File: config.mk
export PLATFORM = sky130hd
export DESIGN_NAME = control_sequencer
export DESIGN_NICKNAME = d
export VERILOG_FILES = /design/src/rtl/cpu_ctrl_pkg.sv /design/src/rtl/reg_select_decoder.sv /design/src/rtl/control_sequencer.sv
export SDC_FILE = /design/constraint.sdc
export NUM_CORES = 1
export LEC_CHECK = 0
export ABC_AREA = 1
export BUFFER_PORTS_ARGS = -buffer_cell sky130_fd_sc_hd__buf_2
export CORE_ASPECT_RATIO = 2
export CORE_MARGIN = 10
export CORE_UTILIZATION = 33
export DETAILED_ROUTE_END_ITERATION = 8
export HOLD_SLACK_MARGIN = 0.05
export PLACE_DENSITY = 0.76
export SETUP_SLACK_MARGIN = 0.15
export SYNTH_ARGS = -nofsm -noshare
export SYNTH_HDL_FRONTEND = slang
export SYNTH_SLANG_ARGS = --single-unit
File: constraint.sdc
create_clock -name clock -period 1.45 [get_ports clock]
set_input_delay 0.2175 -clock clock [delete_from_list [all_inputs] [get_ports clock]]
set_output_delay 0.2175 -clock clock [all_outputs]
set_load 0.03 [all_outputs]
File: src/rtl/cpu_ctrl_pkg.sv
// Shared control definitions: sequencer states, opcodes, ALU select codes and IR field layout.
// Used by the control sequencer, the ALU and any later instruction decoder.
package cpu_ctrl_pkg;

  typedef enum logic [3:0] {
    S_IDLE = 4'd0,
    S_T0   = 4'd1,
    S_T1   = 4'd2,
    S_T2   = 4'd3,
    S_T3   = 4'd4,
    S_T4   = 4'd5,
    S_T5   = 4'd6,
    S_T6   = 4'd7,
    S_HALT = 4'd8
  } state_e;

  localparam int IR_OP_MSB = 31;
  localparam int IR_RA_LSB = 23;
  localparam int IR_RB_LSB = 19;
  localparam int IR_RC_LSB = 15;
  localparam int IDXW      = 4;

  localparam logic [4:0] OP_ADD  = 5'b00011;
  localparam logic [4:0] OP_SUB  = 5'b00100;
  localparam logic [4:0] OP_AND  = 5'b00101;
  localparam logic [4:0] OP_OR   = 5'b00110;
  localparam logic [4:0] OP_SHR  = 5'b00111;
  localparam logic [4:0] OP_SHL  = 5'b01000;
  localparam logic [4:0] OP_ROR  = 5'b01001;
  localparam logic [4:0] OP_ROL  = 5'b01010;
  localparam logic [4:0] OP_MUL  = 5'b01111;
  localparam logic [4:0] OP_DIV  = 5'b10000;
  localparam logic [4:0] OP_NEG  = 5'b10001;
  localparam logic [4:0] OP_NOT  = 5'b10010;
  localparam logic [4:0] OP_HALT = 5'b11011;

  localparam logic [3:0] SEL_ADD = 4'b0001;
  localparam logic [3:0] SEL_SUB = 4'b0010;
  localparam logic [3:0] SEL_SHR = 4'b0011;
  localparam logic [3:0] SEL_SHL = 4'b0100;
  localparam logic [3:0] SEL_ROR = 4'b0101;
  localparam logic [3:0] SEL_AND = 4'b0110;
  localparam logic [3:0] SEL_OR  = 4'b0111;
  localparam logic [3:0] SEL_ROL = 4'b1000;
  localparam logic [3:0] SEL_MUL = 4'b1001;
  localparam logic [3:0] SEL_DIV = 4'b1010;
  localparam logic [3:0] SEL_NEG = 4'b1011;
  localparam logic [3:0] SEL_NOT = 4'b1100;

  typedef struct packed {
    logic       legal;   // executes through T3..T5 (halt is handled separately)
    logic       muldiv;  // needs T6 for the high half
    logic       unary;   // second operand comes from rb, not rc
    logic [3:0] sel;
  } op_info_t;

  function automatic op_info_t decode_op(input logic [4:0] op);
    op_info_t d;
    d = '{legal: 1'b1, muldiv: 1'b0, unary: 1'b0, sel: 4'b0000};
    case (op)
      OP_ADD:  d.sel = SEL_ADD;
      OP_SUB:  d.sel = SEL_SUB;
      OP_AND:  d.sel = SEL_AND;
      OP_OR:   d.sel = SEL_OR;
      OP_SHR:  d.sel = SEL_SHR;
      OP_SHL:  d.sel = SEL_SHL;
      OP_ROR:  d.sel = SEL_ROR;
      OP_ROL:  d.sel = SEL_ROL;
      OP_MUL:  begin d.sel = SEL_MUL; d.muldiv = 1'b1; end
      OP_DIV:  begin d.sel = SEL_DIV; d.muldiv = 1'b1; end
      OP_NEG:  begin d.sel = SEL_NEG; d.unary = 1'b1; end
      OP_NOT:  begin d.sel = SEL_NOT; d.unary = 1'b1; end
      default: d.legal = 1'b0;
    endcase
    return d;
  endfunction

endpackage

File: src/rtl/reg_select_decoder.sv
// Register index to one-hot select, gated by an enable.
module reg_select_decoder #(
  parameter int NUM_REGS = 16,
  parameter int IDXW     = 4
) (
  input  logic                en,
  input  logic [IDXW-1:0]     idx,
  output logic [NUM_REGS-1:0] onehot
);

  for (genvar g = 0; g < NUM_REGS; g++) begin : g_bit
    assign onehot[g] = en && (idx == IDXW'(g));
  end

endmodule

File: src/rtl/control_sequencer.sv
// Moore control unit for the single-bus datapath: fetch T0..T2, execute T3..T6.
// Strobes are decoded from the present state and IR fields; the datapath samples them next edge.
module control_sequencer
  import cpu_ctrl_pkg::*;
#(
  parameter int NUM_REGS = 16,
  parameter int OPW      = 5,
  parameter int SELW     = 4
) (
  input  logic                clock,
  input  logic                clear,
  input  logic                run,
  input  logic                mem_ready,
  input  logic [31:0]         ir,
  output logic [NUM_REGS-1:0] Rin,
  output logic [NUM_REGS-1:0] Rout,
  output logic                PCin,
  output logic                PCout,
  output logic                IRin,
  output logic                Yin,
  output logic                Zin,
  output logic                MARin,
  output logic                MDRin,
  output logic                MDRout,
  output logic                HIin,
  output logic                HIout,
  output logic                LOin,
  output logic                LOout,
  output logic                IncPC,
  output logic                Zhighout,
  output logic                Zlowout,
  output logic                Read,
  output logic [SELW-1:0]     ALUselect,
  output logic                halted,
  output logic                illegal,
  output logic [3:0]          state_dbg
);

  state_e          state;
  logic            t1_seen;
  logic [OPW-1:0]  opcode;
  logic [IDXW-1:0] ra, rb, rc, rout_idx;
  logic            rin_en, rout_en;
  op_info_t        info;
  logic            unused_ir;

  assign opcode    = ir[IR_OP_MSB -: OPW];
  assign ra        = ir[IR_RA_LSB +: IDXW];
  assign rb        = ir[IR_RB_LSB +: IDXW];
  assign rc        = ir[IR_RC_LSB +: IDXW];
  assign unused_ir = ^ir[IR_RC_LSB-1:0];
  assign info      = decode_op(opcode);
  assign state_dbg = state;

  // HI/LO bus drives are reserved for move-from-HI/LO and tied low
  assign HIout = 1'b0;
  assign LOout = 1'b0;

  always_ff @(posedge clock or negedge clear) begin
    if (!clear) begin
      state   <= S_IDLE;
      t1_seen <= 1'b0;
      illegal <= 1'b0;
      halted  <= 1'b0;
    end else begin
      t1_seen <= (state == S_T1);
      case (state)
        S_IDLE: if (run) state <= S_T0;
        S_T0:   state <= S_T1;
        S_T1:   if (mem_ready) state <= S_T2;
        S_T2:   state <= S_T3;
        S_T3: begin
          if (opcode == OP_HALT) begin
            state  <= S_HALT;
            halted <= 1'b1;
          end else if (!info.legal) begin
            state   <= S_IDLE;
            illegal <= 1'b1;
          end else begin
            state <= S_T4;
          end
        end
        S_T4:   state <= S_T5;
        S_T5:   state <= info.muldiv ? S_T6 : S_IDLE;
        S_T6:   state <= S_IDLE;
        S_HALT: state <= S_HALT;
        default: state <= S_IDLE;
      endcase
    end
  end

  always_comb begin
    {PCin, PCout, IRin, Yin, Zin, MARin, MDRin, MDRout} = '0;
    {HIin, LOin, IncPC, Zhighout, Zlowout, Read}        = '0;
    ALUselect = '0;
    rin_en    = 1'b0;
    rout_en   = 1'b0;
    rout_idx  = rb;
    case (state)
      S_T0: begin PCout = 1'b1; MARin = 1'b1; IncPC = 1'b1; Zin = 1'b1; end
      // PC loads once per fetch even if the memory read stalls in T1
      S_T1: begin Zlowout = 1'b1; PCin = !t1_seen; Read = 1'b1; MDRin = 1'b1; end
      S_T2: begin MDRout = 1'b1; IRin = 1'b1; end
      S_T3: if (info.legal) begin rout_en = 1'b1; Yin = 1'b1; end
      S_T4: begin
        ALUselect = SELW'(info.sel);
        Zin       = 1'b1;
        rout_en   = 1'b1;
        rout_idx  = info.unary ? rb : rc;
      end
      S_T5: begin
        Zlowout = 1'b1;
        if (info.muldiv) LOin = 1'b1;
        else             rin_en = 1'b1;
      end
      S_T6: begin Zhighout = 1'b1; HIin = 1'b1; end
      default: ;
    endcase
  end

  reg_select_decoder #(.NUM_REGS(NUM_REGS), .IDXW(IDXW)) u_rin_dec (
    .en(rin_en), .idx(ra), .onehot(Rin)
  );

  reg_select_decoder #(.NUM_REGS(NUM_REGS), .IDXW(IDXW)) u_rout_dec (
    .en(rout_en), .idx(rout_idx), .onehot(Rout)
  );

  a_one_bus_driver: assert property (@(posedge clock) disable iff (!clear)
    $onehot0({Rout, PCout, MDRout, Zlowout, Zhighout, HIout, LOout}));

endmodule

==> results of run 1 <==
[cells in the mapped netlist (2+ instances only)]
| cell type | count |
|---|---|
| nand4_1 | 2 |
| o21ai_1 | 2 |
| a21oi_1 | 2 |
| nand3_1 | 11 |
| nor2_2 | 4 |
| nand3_2 | 3 |
| inv_2 | 5 |
| nor2_1 | 60 |
| inv_1 | 25 |
| nand2_1 | 31 |
| o21ai_0 | 3 |
| buf_4 | 7 |
| dfrtp_1 | 7 |
| nand2_2 | 8 |
[per-stage QoR]
stage	hold WS, ps	instance area, um2	TNS [ps]	setup slack, ps
4_1_cts	305.5	2507	-18820	-549.2
3_5_place_dp	61.35	1859	-14510	-457.8
3_3_place_gp	56.58	1859	-13480	-409.1
2_1_floorplan	-78.09	1247	-11500	-348.4
[repair_timing]
action                                 CTS
buffers inserted                        11
setup endpoints to repair               54
hold buffers                             1
cloned                                   1
gates resized for setup                146
pin swaps                               46
endpoints found under the hold margin    7
[logic make-up after synthesis]
logic type             after synthesis  share of synthesized area [%]
other                                1                         0.3714
and+or+nand+nor                    125                          57.12
buffers and inverters               39                          17.22
AOI/OAI and AO/OA                   13                          7.932
DFF                                  7                          17.35
==> report_table.html, run 1 <==
<table>
<tr><th>Metric</th><th>Value</th></tr>
<tr><th colspan="2">Run status</th></tr>
<tr><td>Outcome</td><td>stopped before the end</td></tr>
<tr><td>Stage reached</td><td>5_1_grt</td></tr>
<tr><td>Error Message</td><td>[ERROR DPL-0033] detailed placement checks failed during check placement.</td></tr>
<tr><th colspan="2">Place</th></tr>
<tr><td># port buffers</td><td>76</td></tr>
<tr><td>Detailed Place HPWL</td><td>approximately 3900 um</td></tr>
<tr><td>Number of placed instances, taps included</td><td>318</td></tr>
<tr><td>Routability congestion estimate from global placement</td><td>0.7997</td></tr>
<tr><th colspan="2">Clock tree</th></tr>
<tr><td>Total CTS buffers</td><td>3</td></tr>
<tr><td>TritonCTS Sinks</td><td>7</td></tr>
<tr><td>Root Buffer Master</td><td>clkbuf_8</td></tr>
<tr><td>Clk buf depth</td><td>2</td></tr>
<tr><td>Maximum level of the CTS H-tree</td><td>1</td></tr>
<tr><th colspan="2">Yosys</th></tr>
<tr><td>Share of synthesized area occupied by flip-flops and latches</td><td>between 10% and 20%</td></tr>
<tr><td>Area contributors post-synth</td><td>nor2_1, dfrtp_1, nand2_1, inv_1, nand3_1</td></tr>
<tr><td>Yosys synthesis warning count</td><td>0</td></tr>
<tr><td>Flip-flop and latch count after synthesis</td><td>7</td></tr>
<tr><td>Number of standard cells after synthesis</td><td>about 190</td></tr>
<tr><td>Combined area of all synthesized cells</td><td>1010 um2</td></tr>
<tr><td>Area share of the largest cell type after synthesis</td><td>22.30%</td></tr>
<tr><td>Number of synthesized flops with an enable pin</td><td>0</td></tr>
<tr><td>Dominant register cell in the synthesized netlist</td><td>dfrtp_1</td></tr>
<tr><td>Average size of a mapped cell</td><td>5.458 um2</td></tr>
<tr><td>Library cells used by synthesis</td><td>29</td></tr>
<tr><td>Share of flip-flops with an asynchronous set or reset after synthesis</td><td>100.0%</td></tr>
<tr><td>Library cell with the largest summed area after synthesis</td><td>nor2_1</td></tr>
<tr><th colspan="2">Die</th></tr>
<tr><td>Starting density of the core</td><td>34.31%</td></tr>
<tr><td>Die outline width</td><td>59.12 um</td></tr>
<tr><td>I/O Pins</td><td>94</td></tr>
<tr><td>Vertical die dimension</td><td>98.23 um</td></tr>
<tr><td>Number of standard-cell rows in the floorplan</td><td>28</td></tr>
<tr><th colspan="2">Global route</th></tr>
<tr><td>Initial antenna violation count</td><td>0</td></tr>
<tr><td>Maximum number of pins on one net before global-route repair</td><td>8</td></tr>
<tr><th colspan="2">Timing</th></tr>
<tr><td>Worst EP Category</td><td>primary output</td></tr>
<tr><td>Endpoint pin with the least setup slack after global-route repair</td><td>Rout[12]</td></tr>
</table>
==> inputs of run 2 (changes only) <==
--- a/config.mk
+++ b/config.mk
@@ -7,13 +7,10 @@
 export LEC_CHECK = 0
 export ABC_AREA = 1
 export BUFFER_PORTS_ARGS = -buffer_cell sky130_fd_sc_hd__buf_2
-export CORE_ASPECT_RATIO = 2
-export CORE_MARGIN = 10
-export CORE_UTILIZATION = 33
+export CORE_AREA = 10 10 71 73
 export DETAILED_ROUTE_END_ITERATION = 8
-export HOLD_SLACK_MARGIN = 0.05
-export PLACE_DENSITY = 0.76
-export SETUP_SLACK_MARGIN = 0.15
+export DIE_AREA = 0 0 81 83
+export PLACE_DENSITY_LB_ADDON = 0.15
 export SYNTH_ARGS = -nofsm -noshare
 export SYNTH_HDL_FRONTEND = slang
 export SYNTH_SLANG_ARGS = --single-unit
==> constraint.sdc (replaced) <==
create_clock -name clock -period 1.9 [get_ports clock]
set_input_delay 0.285 -clock clock [delete_from_list [all_inputs] [get_ports clock]]
set_output_delay 0.285 -clock clock [all_outputs]
set_load 0.03 [all_outputs]
==> report_table.html, run 2 <==
<table>
<tr><th>Metric</th><th>Value</th></tr>
<tr><th colspan="2">Finish</th></tr>
<tr><td>Leading cell type in the layout, fill and taps excluded</td><td>buf_2</td></tr>
<tr><td>Commonest cells after routing, fill and taps aside</td><td>buf_2, buf_4, nor2_1</td></tr>
<tr><td>Fin area</td><td>1976 um2</td></tr>
<tr><td>Total Nets Final</td><td>316</td></tr>
<tr><td>Layout cell share with drive strength beyond 1</td><td>62.37%</td></tr>
<tr><td>Max reg flops</td><td>4</td></tr>
<tr><td>Synth-to-Final Area Change</td><td>95.66%</td></tr>
<tr><td>Number of antenna repair diodes</td><td>0</td></tr>
<tr><th colspan="2">Global route</th></tr>
<tr><td>Maximum number of pins on one net before global-route repair</td><td>9</td></tr>
<tr><td>Wire length of the first global-routing pass</td><td>6389 um</td></tr>
<tr><td>Initial antenna violation count</td><td>0</td></tr>
<tr><td>Vias in the first global route</td><td>1331</td></tr>
<tr><td>Remaining global-route overflow</td><td>0</td></tr>
<tr><td>Total routing usage reported by global routing</td><td>11.38%</td></tr>
<tr><th colspan="2">Yosys</th></tr>
<tr><td>Average size of a mapped cell</td><td>5.458 um2 (unchanged)</td></tr>
<tr><td>Combined area of all synthesized cells</td><td>1010 um2 (unchanged)</td></tr>
<tr><td>Dominant cell by count in the synthesized netlist</td><td>nor2_1</td></tr>
<tr><td>Area share of the largest cell type after synthesis</td><td>22.30% (unchanged)</td></tr>
<tr><td>Number of synthesized flops with an enable pin</td><td>0 (unchanged)</td></tr>
<tr><td>Library cells used by synthesis</td><td>29 (unchanged)</td></tr>
<tr><td>Flip-flop and latch count after synthesis</td><td>7 (unchanged)</td></tr>
<tr><td>Library cell with the largest summed area after synthesis</td><td>nor2_1</td></tr>
<tr><td>Number of standard cells after synthesis</td><td>185 (unchanged)</td></tr>
<tr><td>Share of synthesized area occupied by flip-flops and latches</td><td>17.35% (unchanged)</td></tr>
<tr><td>Share of flip-flops with an asynchronous set or reset after synthesis</td><td>100.0% (unchanged)</td></tr>
<tr><td>Dominant register cell in the synthesized netlist</td><td>dfrtp_1</td></tr>
<tr><td>Area contributors post-synth</td><td>nor2_1, dfrtp_1, nand2_1, inv_1, nand3_1</td></tr>
<tr><td>Yosys synthesis warning count</td><td>0 (unchanged)</td></tr>
<tr><td>Commonest cells post-synth</td><td>nor2_1, nand2_1, inv_1</td></tr>
<tr><th colspan="2">Timing</th></tr>
<tr><td>Number of hold violations in the final report</td><td>0</td></tr>
<tr><td>Period Utilization, post-route</td><td>111.5%</td></tr>
<tr><td>Fin worst setup slack</td><td>-218.7 ps</td></tr>
<tr><td>Worst clock skew on the final layout</td><td>4.769 ps</td></tr>
<tr><td>Peak clock frequency supported by timing</td><td>0.4720 GHz</td></tr>
<tr><td>Final setup violation count</td><td>30</td></tr>
<tr><td>Setup repair after global routing missed its margin</td><td>yes</td></tr>
<tr><td>Max Slew Vio Count</td><td>0</td></tr>
<tr><td>Final total negative setup slack</td><td>-4208 ps</td></tr>
<tr><td>Minimum clock period</td><td>2119 ps</td></tr>
<tr><th colspan="2">Setup path</th></tr>
<tr><td>FF-to-FF path depth</td><td>10</td></tr>
<tr><td>Category of the worst setup path capture point</td><td>output pin</td></tr>
<tr><td>Path type of the worst setup path</td><td>reg -&gt; out</td></tr>
<tr><td>Crit path arrival time</td><td>1830 ps</td></tr>
<tr><td>Nature of the critical path startpoint</td><td>flop</td></tr>
<tr><td>Data required time of the critical path</td><td>1620 ps</td></tr>
<tr><td>Critical Path Fanout Max</td><td>5</td></tr>
<tr><th colspan="2">Power and ir drop</th></tr>
<tr><td>Total power per unit cell area</td><td>801.9 nW/um2</td></tr>
<tr><td>Worst IR drop on VDD</td><td>0.6981 mV</td></tr>
<tr><td>Total leakage power</td><td>1.039 nW</td></tr>
<tr><th colspan="2">Drt</th></tr>
<tr><td>Antenna-violating nets left</td><td>0</td></tr>
<tr><td>Detail-routed via count per cell</td><td>4.419</td></tr>
<tr><td>DRC violations left</td><td>0</td></tr>
<tr><td>Iter 0 DRT Violations</td><td>36</td></tr>
<tr><td>Routed via count</td><td>1445</td></tr>
<tr><td>Drt total wl</td><td>4441 um</td></tr>
<tr><td>Average wire per cell in the routed design</td><td>13.58 um</td></tr>
<tr><td>Detailed-routing iteration count for the pre-antenna-repair pass</td><td>4</td></tr>
<tr><th colspan="2">Clock tree</th></tr>
<tr><td>Clock slew at the register clock pins of the worst setup and hold paths</td><td>40 ps</td></tr>
<tr><td>Maximum level of the CTS H-tree</td><td>1 (unchanged)</td></tr>
<tr><td>Clock latency of the later-clocked register in the worst-skew pair</td><td>between 200 and 250 ps</td></tr>
<tr><td>TritonCTS Sinks</td><td>7 (unchanged)</td></tr>
<tr><td>Clock tree from TritonCTS</td><td>yes</td></tr>
<tr><td>Total CTS buffers</td><td>3 (unchanged)</td></tr>
<tr><td>Root Buffer Master</td><td>clkbuf_8</td></tr>
<tr><td>Clk buf depth</td><td>2 (unchanged)</td></tr>
<tr><th colspan="2">Place</th></tr>
<tr><td>Placement-stage cell area</td><td>1585 um2 (-15%)</td></tr>
<tr><td>Post-Place Worst Slack</td><td>-68.79 ps (+389.0 ps)</td></tr>
<tr><td>Routability congestion estimate from global placement</td><td>0.8156 (+2.0%)</td></tr>
<tr><td>Detailed Place HPWL</td><td>3296 um (-15%)</td></tr>
<tr><td># port buffers</td><td>76 (unchanged)</td></tr>
<tr><th colspan="2">Run status</th></tr>
<tr><td>Violated checks</td><td>negative setup slack</td></tr>
<tr><td>Outcome</td><td>finished, violations left</td></tr>
<tr><th colspan="2">Die</th></tr>
<tr><td>Placeable core area</td><td>~3600 um2</td></tr>
<tr><td>Vertical die dimension</td><td>83 um (-16%)</td></tr>
<tr><td>Total die area</td><td>6723 um2</td></tr>
<tr><td>Die outline width</td><td>81 um (+37%)</td></tr>
<tr><td>Number of standard-cell rows in the floorplan</td><td>22 (-21%)</td></tr>
<tr><td>Starting density of the core</td><td>27.79% (-6.5 points)</td></tr>
<tr><td>I/O Pins</td><td>94 (unchanged)</td></tr>
<tr><th colspan="2">Hold path</th></tr>
<tr><td>Number of cells on the worst hold path</td><td>5</td></tr>
<tr><td>Worst min path class</td><td>in -&gt; reg</td></tr>
<tr><th colspan="2">Job</th></tr>
<tr><td>Reported max-cap violation count</td><td>0</td></tr>
</table>
[run 2: cell counts after synthesis]
No cell type changed its count.
[run 2: report_power, final]
part	total, mW	leakage (nW)	internal (mW)	switching [mW]
clock network	0.207	0.0228	0.145	0.0619
registers	0.238	0.0822	0.198	0.0396
logic	1.14	0.934	0.358	0.782
[run 2: worst paths after layout]
path	endpoint	start	slack, ps
max reg2reg	state_dbg[0]	state_dbg[3]	520
min in group asynchronous	state_dbg[2]	clear	430
min	state_dbg[0]	mem_ready	370
max	Rout[8]	state_dbg[1]	-220
max in group asynchronous	state_dbg[0]	clear	1300
min reg2reg	halted	halted	460
[run 2: layout make-up]
class | instances | area, um2
Multi-Input combinational cell | 141 | 892.1
Tap cell | 48 | 60.06
Clock buffer | 4 | 45.04
Fill cell | 383 | 1658
Timing Repair Buffer | 96 | 681.9
Inverter | 31 | 120.1
Sequential cell | 7 | 176.4
[run 2: cells by family after synthesis]
kind of cell,count (synthesis),synth area share [%]
buf+inv,39,17.22
compound gates,13,7.932
flops,7,17.35
other cells,1,0.3714
simple gates,125,57.12
[run 2: stage by stage]
step,cells,util [%],hold slack [ps],power [mW]
2_1_floorplan,186,-,-10.59,0.9669
3_3_place_gp,319,43.63,120.5,1.241
3_5_place_dp,319,43.63,124.8,1.240
4_1_cts,326,48.86,375.2,1.497
5_1_grt,327,54.37,431.8,1.712
6_report,327,54.37,370.6,1.584
[run 2: repair_timing]
action,4_1_cts,5_1_grt
gates cloned,1,0
hold buffers,1,0
setup endpoints to repair,33,36
setup buffers,1,1
pin swaps,5,16
hold endpoints to repair,7,0
resized for setup,43,57
[run 2: routing by layer]
| metal | part of all wire (%) | GRT usage, % |
|---|---|---|
| met5 | 0 | 0 |
| met4 | 0.38 | 3.599 |
| met3 | 7.9 | 2.586 |
| met2 | 55 | 20.68 |
| met1 | 37 | 12.36 |
[run 2: critical path: stages, from the launching register on]
cell	delay (ps)
dfrtp_1	380
inv_2	80
nand2_4	50
nor2_4	190
nand3_4	150
nor2_4	140
nor2_2	50
nor2_2	160
nand2_4	120
nor2_4	130
buf_6	140
(Power assumes the default switching activity.)
==> inputs of run 3 (changes only) <==
--- a/config.mk
+++ b/config.mk
@@ -5,12 +5,13 @@
 export SDC_FILE = /design/constraint.sdc
 export NUM_CORES = 1
 export LEC_CHECK = 0
-export ABC_AREA = 1
+export ABC_AREA = 0
 export BUFFER_PORTS_ARGS = -buffer_cell sky130_fd_sc_hd__buf_2
 export CORE_AREA = 10 10 71 73
 export DETAILED_ROUTE_END_ITERATION = 8
 export DIE_AREA = 0 0 81 83
 export PLACE_DENSITY_LB_ADDON = 0.15
+export SETUP_SLACK_MARGIN = 0.2
 export SYNTH_ARGS = -nofsm -noshare
 export SYNTH_HDL_FRONTEND = slang
 export SYNTH_SLANG_ARGS = --single-unit
==> report_table.html, run 3 <==
<table>
<tr><th>Metric</th><th>Value</th></tr>
<tr><th colspan="2">Run status</th></tr>
<tr><td>Outcome</td><td>finished, violations left</td></tr>
<tr><td>Violated checks</td><td>negative setup slack</td></tr>
<tr><th colspan="2">Clock tree</th></tr>
<tr><td>Clock slew at the register clock pins of the worst setup and hold paths</td><td>40 ps (about the same)</td></tr>
<tr><td>Clock latency of the later-clocked register in the worst-skew pair</td><td>230 ps (about the same)</td></tr>
<tr><td>Clk buf depth</td><td>2 (unchanged)</td></tr>
<tr><td>TritonCTS Sinks</td><td>7 (unchanged)</td></tr>
<tr><td>Root Buffer Master</td><td>clkbuf_8</td></tr>
<tr><td>Clock tree from TritonCTS</td><td>yes</td></tr>
<tr><td>Maximum level of the CTS H-tree</td><td>1 (unchanged)</td></tr>
<tr><td>Total CTS buffers</td><td>3 (unchanged)</td></tr>
<tr><th colspan="2">Timing</th></tr>
<tr><td>Worst hold slack after final layout</td><td>437.7 ps (+67.12 ps)</td></tr>
<tr><td>Number of hold violations in the final report</td><td>0 (unchanged)</td></tr>
<tr><td>Max Slew Vio Count</td><td>0 (unchanged)</td></tr>
<tr><td>Final setup violation count</td><td>32 (+6.7%)</td></tr>
<tr><td>Period Utilization, post-route</td><td>114.5% (+3.0 points)</td></tr>
<tr><td>Worst clock skew on the final layout</td><td>2.150 ps (-2.619 ps)</td></tr>
<tr><td>Setup repair after global routing missed its margin</td><td>yes</td></tr>
<tr><td>Minimum clock period</td><td>2175 ps (+56.06 ps)</td></tr>
<tr><td>Fin worst setup slack</td><td>-274.8 ps (-56.06 ps)</td></tr>
<tr><td>Peak clock frequency supported by timing</td><td>0.4598 GHz (-2.6%)</td></tr>
<tr><th colspan="2">Finish</th></tr>
<tr><td>Total Nets Final</td><td>325 (+2.8%)</td></tr>
<tr><td>Synth-to-Final Area Change</td><td>145.0%</td></tr>
<tr><td>Layout cell share with drive strength beyond 1</td><td>75.69% (+13 points)</td></tr>
<tr><td>Layout Utilization</td><td>79.55% (+25 points)</td></tr>
<tr><td>Max reg flops</td><td>4 (unchanged)</td></tr>
<tr><td>Fill cell count</td><td>239 (-38%)</td></tr>
<tr><td>Number of antenna repair diodes</td><td>0 (unchanged)</td></tr>
<tr><td>Commonest cells after routing, fill and taps aside</td><td>buf_6, buf_4, nor2_4</td></tr>
<tr><td>Leading cell type in the layout, fill and taps excluded</td><td>buf_6</td></tr>
<tr><th colspan="2">Drt</th></tr>
<tr><td>Detail-routed via count per cell</td><td>4.979 (+13%)</td></tr>
<tr><td>Average wire per cell in the routed design</td><td>16.78 um (+24%)</td></tr>
<tr><td>Routed via count</td><td>1673 (+16%)</td></tr>
<tr><td>Detailed-routing iteration count for the pre-antenna-repair pass</td><td>4 (unchanged)</td></tr>
<tr><td>Antenna-violating nets left</td><td>0 (unchanged)</td></tr>
<tr><td>Drt total wl</td><td>5639 um (+27%)</td></tr>
<tr><td>Iter 0 DRT Violations</td><td>56 (+56%)</td></tr>
<tr><td>DRC violations left</td><td>0 (unchanged)</td></tr>
<tr><th colspan="2">Setup path</th></tr>
<tr><td>Reg2reg end</td><td>state_dbg[0]</td></tr>
<tr><td>Crit path arrival time</td><td>1890 ps (+60 ps)</td></tr>
<tr><td>Reg2Reg Setup Slack</td><td>310 ps (-210 ps)</td></tr>
<tr><td>Reg2reg start</td><td>state_dbg[2]</td></tr>
<tr><td>Critical Path Fanout Max</td><td>8 (+3)</td></tr>
<tr><td>Category of the worst setup path capture point</td><td>output pin</td></tr>
<tr><td>Nature of the critical path startpoint</td><td>flop</td></tr>
<tr><td>Path type of the worst setup path</td><td>reg -&gt; out</td></tr>
<tr><td>FF-to-FF path depth</td><td>8 (-2)</td></tr>
<tr><td>Data required time of the critical path</td><td>1620 ps (about the same)</td></tr>
<tr><th colspan="2">Global route</th></tr>
<tr><td>Vias in the first global route</td><td>1749 (+31%)</td></tr>
<tr><td>Total routing usage reported by global routing</td><td>14.83% (+3.4 points)</td></tr>
<tr><td>Wire length of the first global-routing pass</td><td>8397 um (+31%)</td></tr>
<tr><td>Initial antenna violation count</td><td>0 (unchanged)</td></tr>
<tr><td>Maximum number of pins on one net before global-route repair</td><td>11 (+2)</td></tr>
<tr><td>Remaining global-route overflow</td><td>0 (unchanged)</td></tr>
<tr><th colspan="2">Yosys</th></tr>
<tr><td>Library cell with the largest summed area after synthesis</td><td>nor2_1</td></tr>
<tr><td>Share of flip-flops with an asynchronous set or reset after synthesis</td><td>100.0% (unchanged)</td></tr>
<tr><td>Flip-flop and latch count after synthesis</td><td>7 (unchanged)</td></tr>
<tr><td>Combined area of all synthesized cells</td><td>1180 um2 (+17%)</td></tr>
<tr><td>Share of synthesized area occupied by flip-flops and latches</td><td>14.85% (-2.5 points)</td></tr>
<tr><td>Area share of the largest cell type after synthesis</td><td>14.95% (-7.4 points)</td></tr>
<tr><td>Dominant register cell in the synthesized netlist</td><td>dfrtp_1</td></tr>
<tr><td>Commonest cells post-synth</td><td>nor2_1, nand2_1, nand2b_1</td></tr>
<tr><td>Yosys synthesis warning count</td><td>0 (unchanged)</td></tr>
<tr><td>Number of standard cells after synthesis</td><td>167 (-9.7%)</td></tr>
<tr><td>Number of synthesized flops with an enable pin</td><td>0 (unchanged)</td></tr>
<tr><td>Average size of a mapped cell</td><td>7.065 um2 (+29%)</td></tr>
<tr><td>Area contributors post-synth</td><td>nor2_1, dfrtp_1, nand2_1, nand2b_1, buf_4</td></tr>
<tr><td>Dominant cell by count in the synthesized netlist</td><td>nor2_1</td></tr>
<tr><td>Library cells used by synthesis</td><td>45 (+55%)</td></tr>
<tr><th colspan="2">Die</th></tr>
<tr><td>Number of standard-cell rows in the floorplan</td><td>22 (unchanged)</td></tr>
<tr><td>Placeable core area</td><td>3633 um2 (unchanged)</td></tr>
<tr><td>Die outline width</td><td>81 um (unchanged)</td></tr>
<tr><td>Starting density of the core</td><td>32.47% (+4.7 points)</td></tr>
<tr><td>Total die area</td><td>6723 um2 (unchanged)</td></tr>
<tr><td>Vertical die dimension</td><td>83 um (unchanged)</td></tr>
<tr><td>I/O Pins</td><td>94 (unchanged)</td></tr>
<tr><th colspan="2">Place</th></tr>
<tr><td>Routability congestion estimate from global placement</td><td>0.7786 (-4.5%)</td></tr>
<tr><td>Detailed Place HPWL</td><td>3593 um (+9.0%)</td></tr>
<tr><td># port buffers</td><td>76 (unchanged)</td></tr>
<tr><th colspan="2">Power and ir drop</th></tr>
<tr><td>Total leakage power</td><td>1.275 nW (+23%)</td></tr>
<tr><td>Total power per unit cell area</td><td>784.2 nW/um2 (-2.2%)</td></tr>
<tr><td>Worst IR drop on VDD</td><td>0.9959 mV (+43%)</td></tr>
<tr><th colspan="2">Job</th></tr>
<tr><td>Reported max-cap violation count</td><td>0 (unchanged)</td></tr>
<tr><th colspan="2">Hold path</th></tr>
<tr><td>Worst min path class</td><td>in -&gt; async</td></tr>
</table>
run 3: cells by family after synthesis:
family          share of synthesized area [%]
flops                                   14.85
buf+inv                                 12.41
compound gates                          18.66
mux                                     6.787
simple gates                            45.60
xor+xnor                                1.379
other cells                            0.3178
run 3: area by class of cell:
class                           instances  area, um2  area share [%]
Inverter                                5      18.77          0.6494
Sequential cell                         7      180.2           6.234
Clock buffer                            4      45.04           1.558
Tap cell                               48      60.06           2.078
Timing Repair Buffer                  134       1269           43.90
Multi-Input combinational cell        138       1318           45.58
run 3: what timing repair did:
action,4_1_cts,5_1_grt
hold endpoints to repair,7,0
setup endpoints to repair,45,47
hold buffers,1,0
pin swaps,19,17
resized for setup,137,37
buffers inserted,7,12
run 3: how the worst max path moves through the flow:
stage | start | end | slack [ps]
CTS | state_dbg[1] | Rout[14] | -260
floorplan | state_dbg[1] | Rout[12] | -280
finish | state_dbg[1] | Rout[10] | -270
global route | state_dbg[1] | Rout[12] | -350
detailed placement | ir[31] | Rout[12] | -200
global placement | ir[31] | Rout[12] | -180
run 3: report_power, final:
group          internal, mW  switching (mW)  leakage, nW  total (mW)
combinational         0.781            1.01         1.17        1.79
clock                 0.145          0.0679       0.0228       0.213
sequential            0.211          0.0546       0.0827       0.266
total                  1.14            1.13         1.27        2.27
run 3: critical path, stage by stage, from the launching register on:
cell and delay [ps]:
dfrtp_2 390, nand4bb_4 240, a21oi_4 150, buf_12 160, buf_6 100, mux2_4 350
nand2_4 90, nor2_2 40, buf_6 130
run 3: routing by layer:
metal  GRT usage, %  part of all wire [%]
met1          16.13                    37
met2          26.22                    52
met3          4.526                   8.7
met4          4.538                   1.9
met5              0                     0
run 3: through the flow:
step | setup TNS (ps) | instance area [um2] | std cells | worst slack (ps) | total power, mW
6_report | -6600 | 2890 | 336 | -274.8 | 2.267
5_1_grt | -8910 | 2890 | 336 | -353.9 | 2.385
4_1_cts | -4954 | 2649 | 324 | -264.6 | 2.050
2_1_floorplan | -6630 | 1445 | 168 | -275.4 | 1.238
3_5_place_dp | -3634 | 2038 | 312 | -195.6 | 1.553
3_3_place_gp | -3436 | 2038 | 312 | -182.3 | 1.547
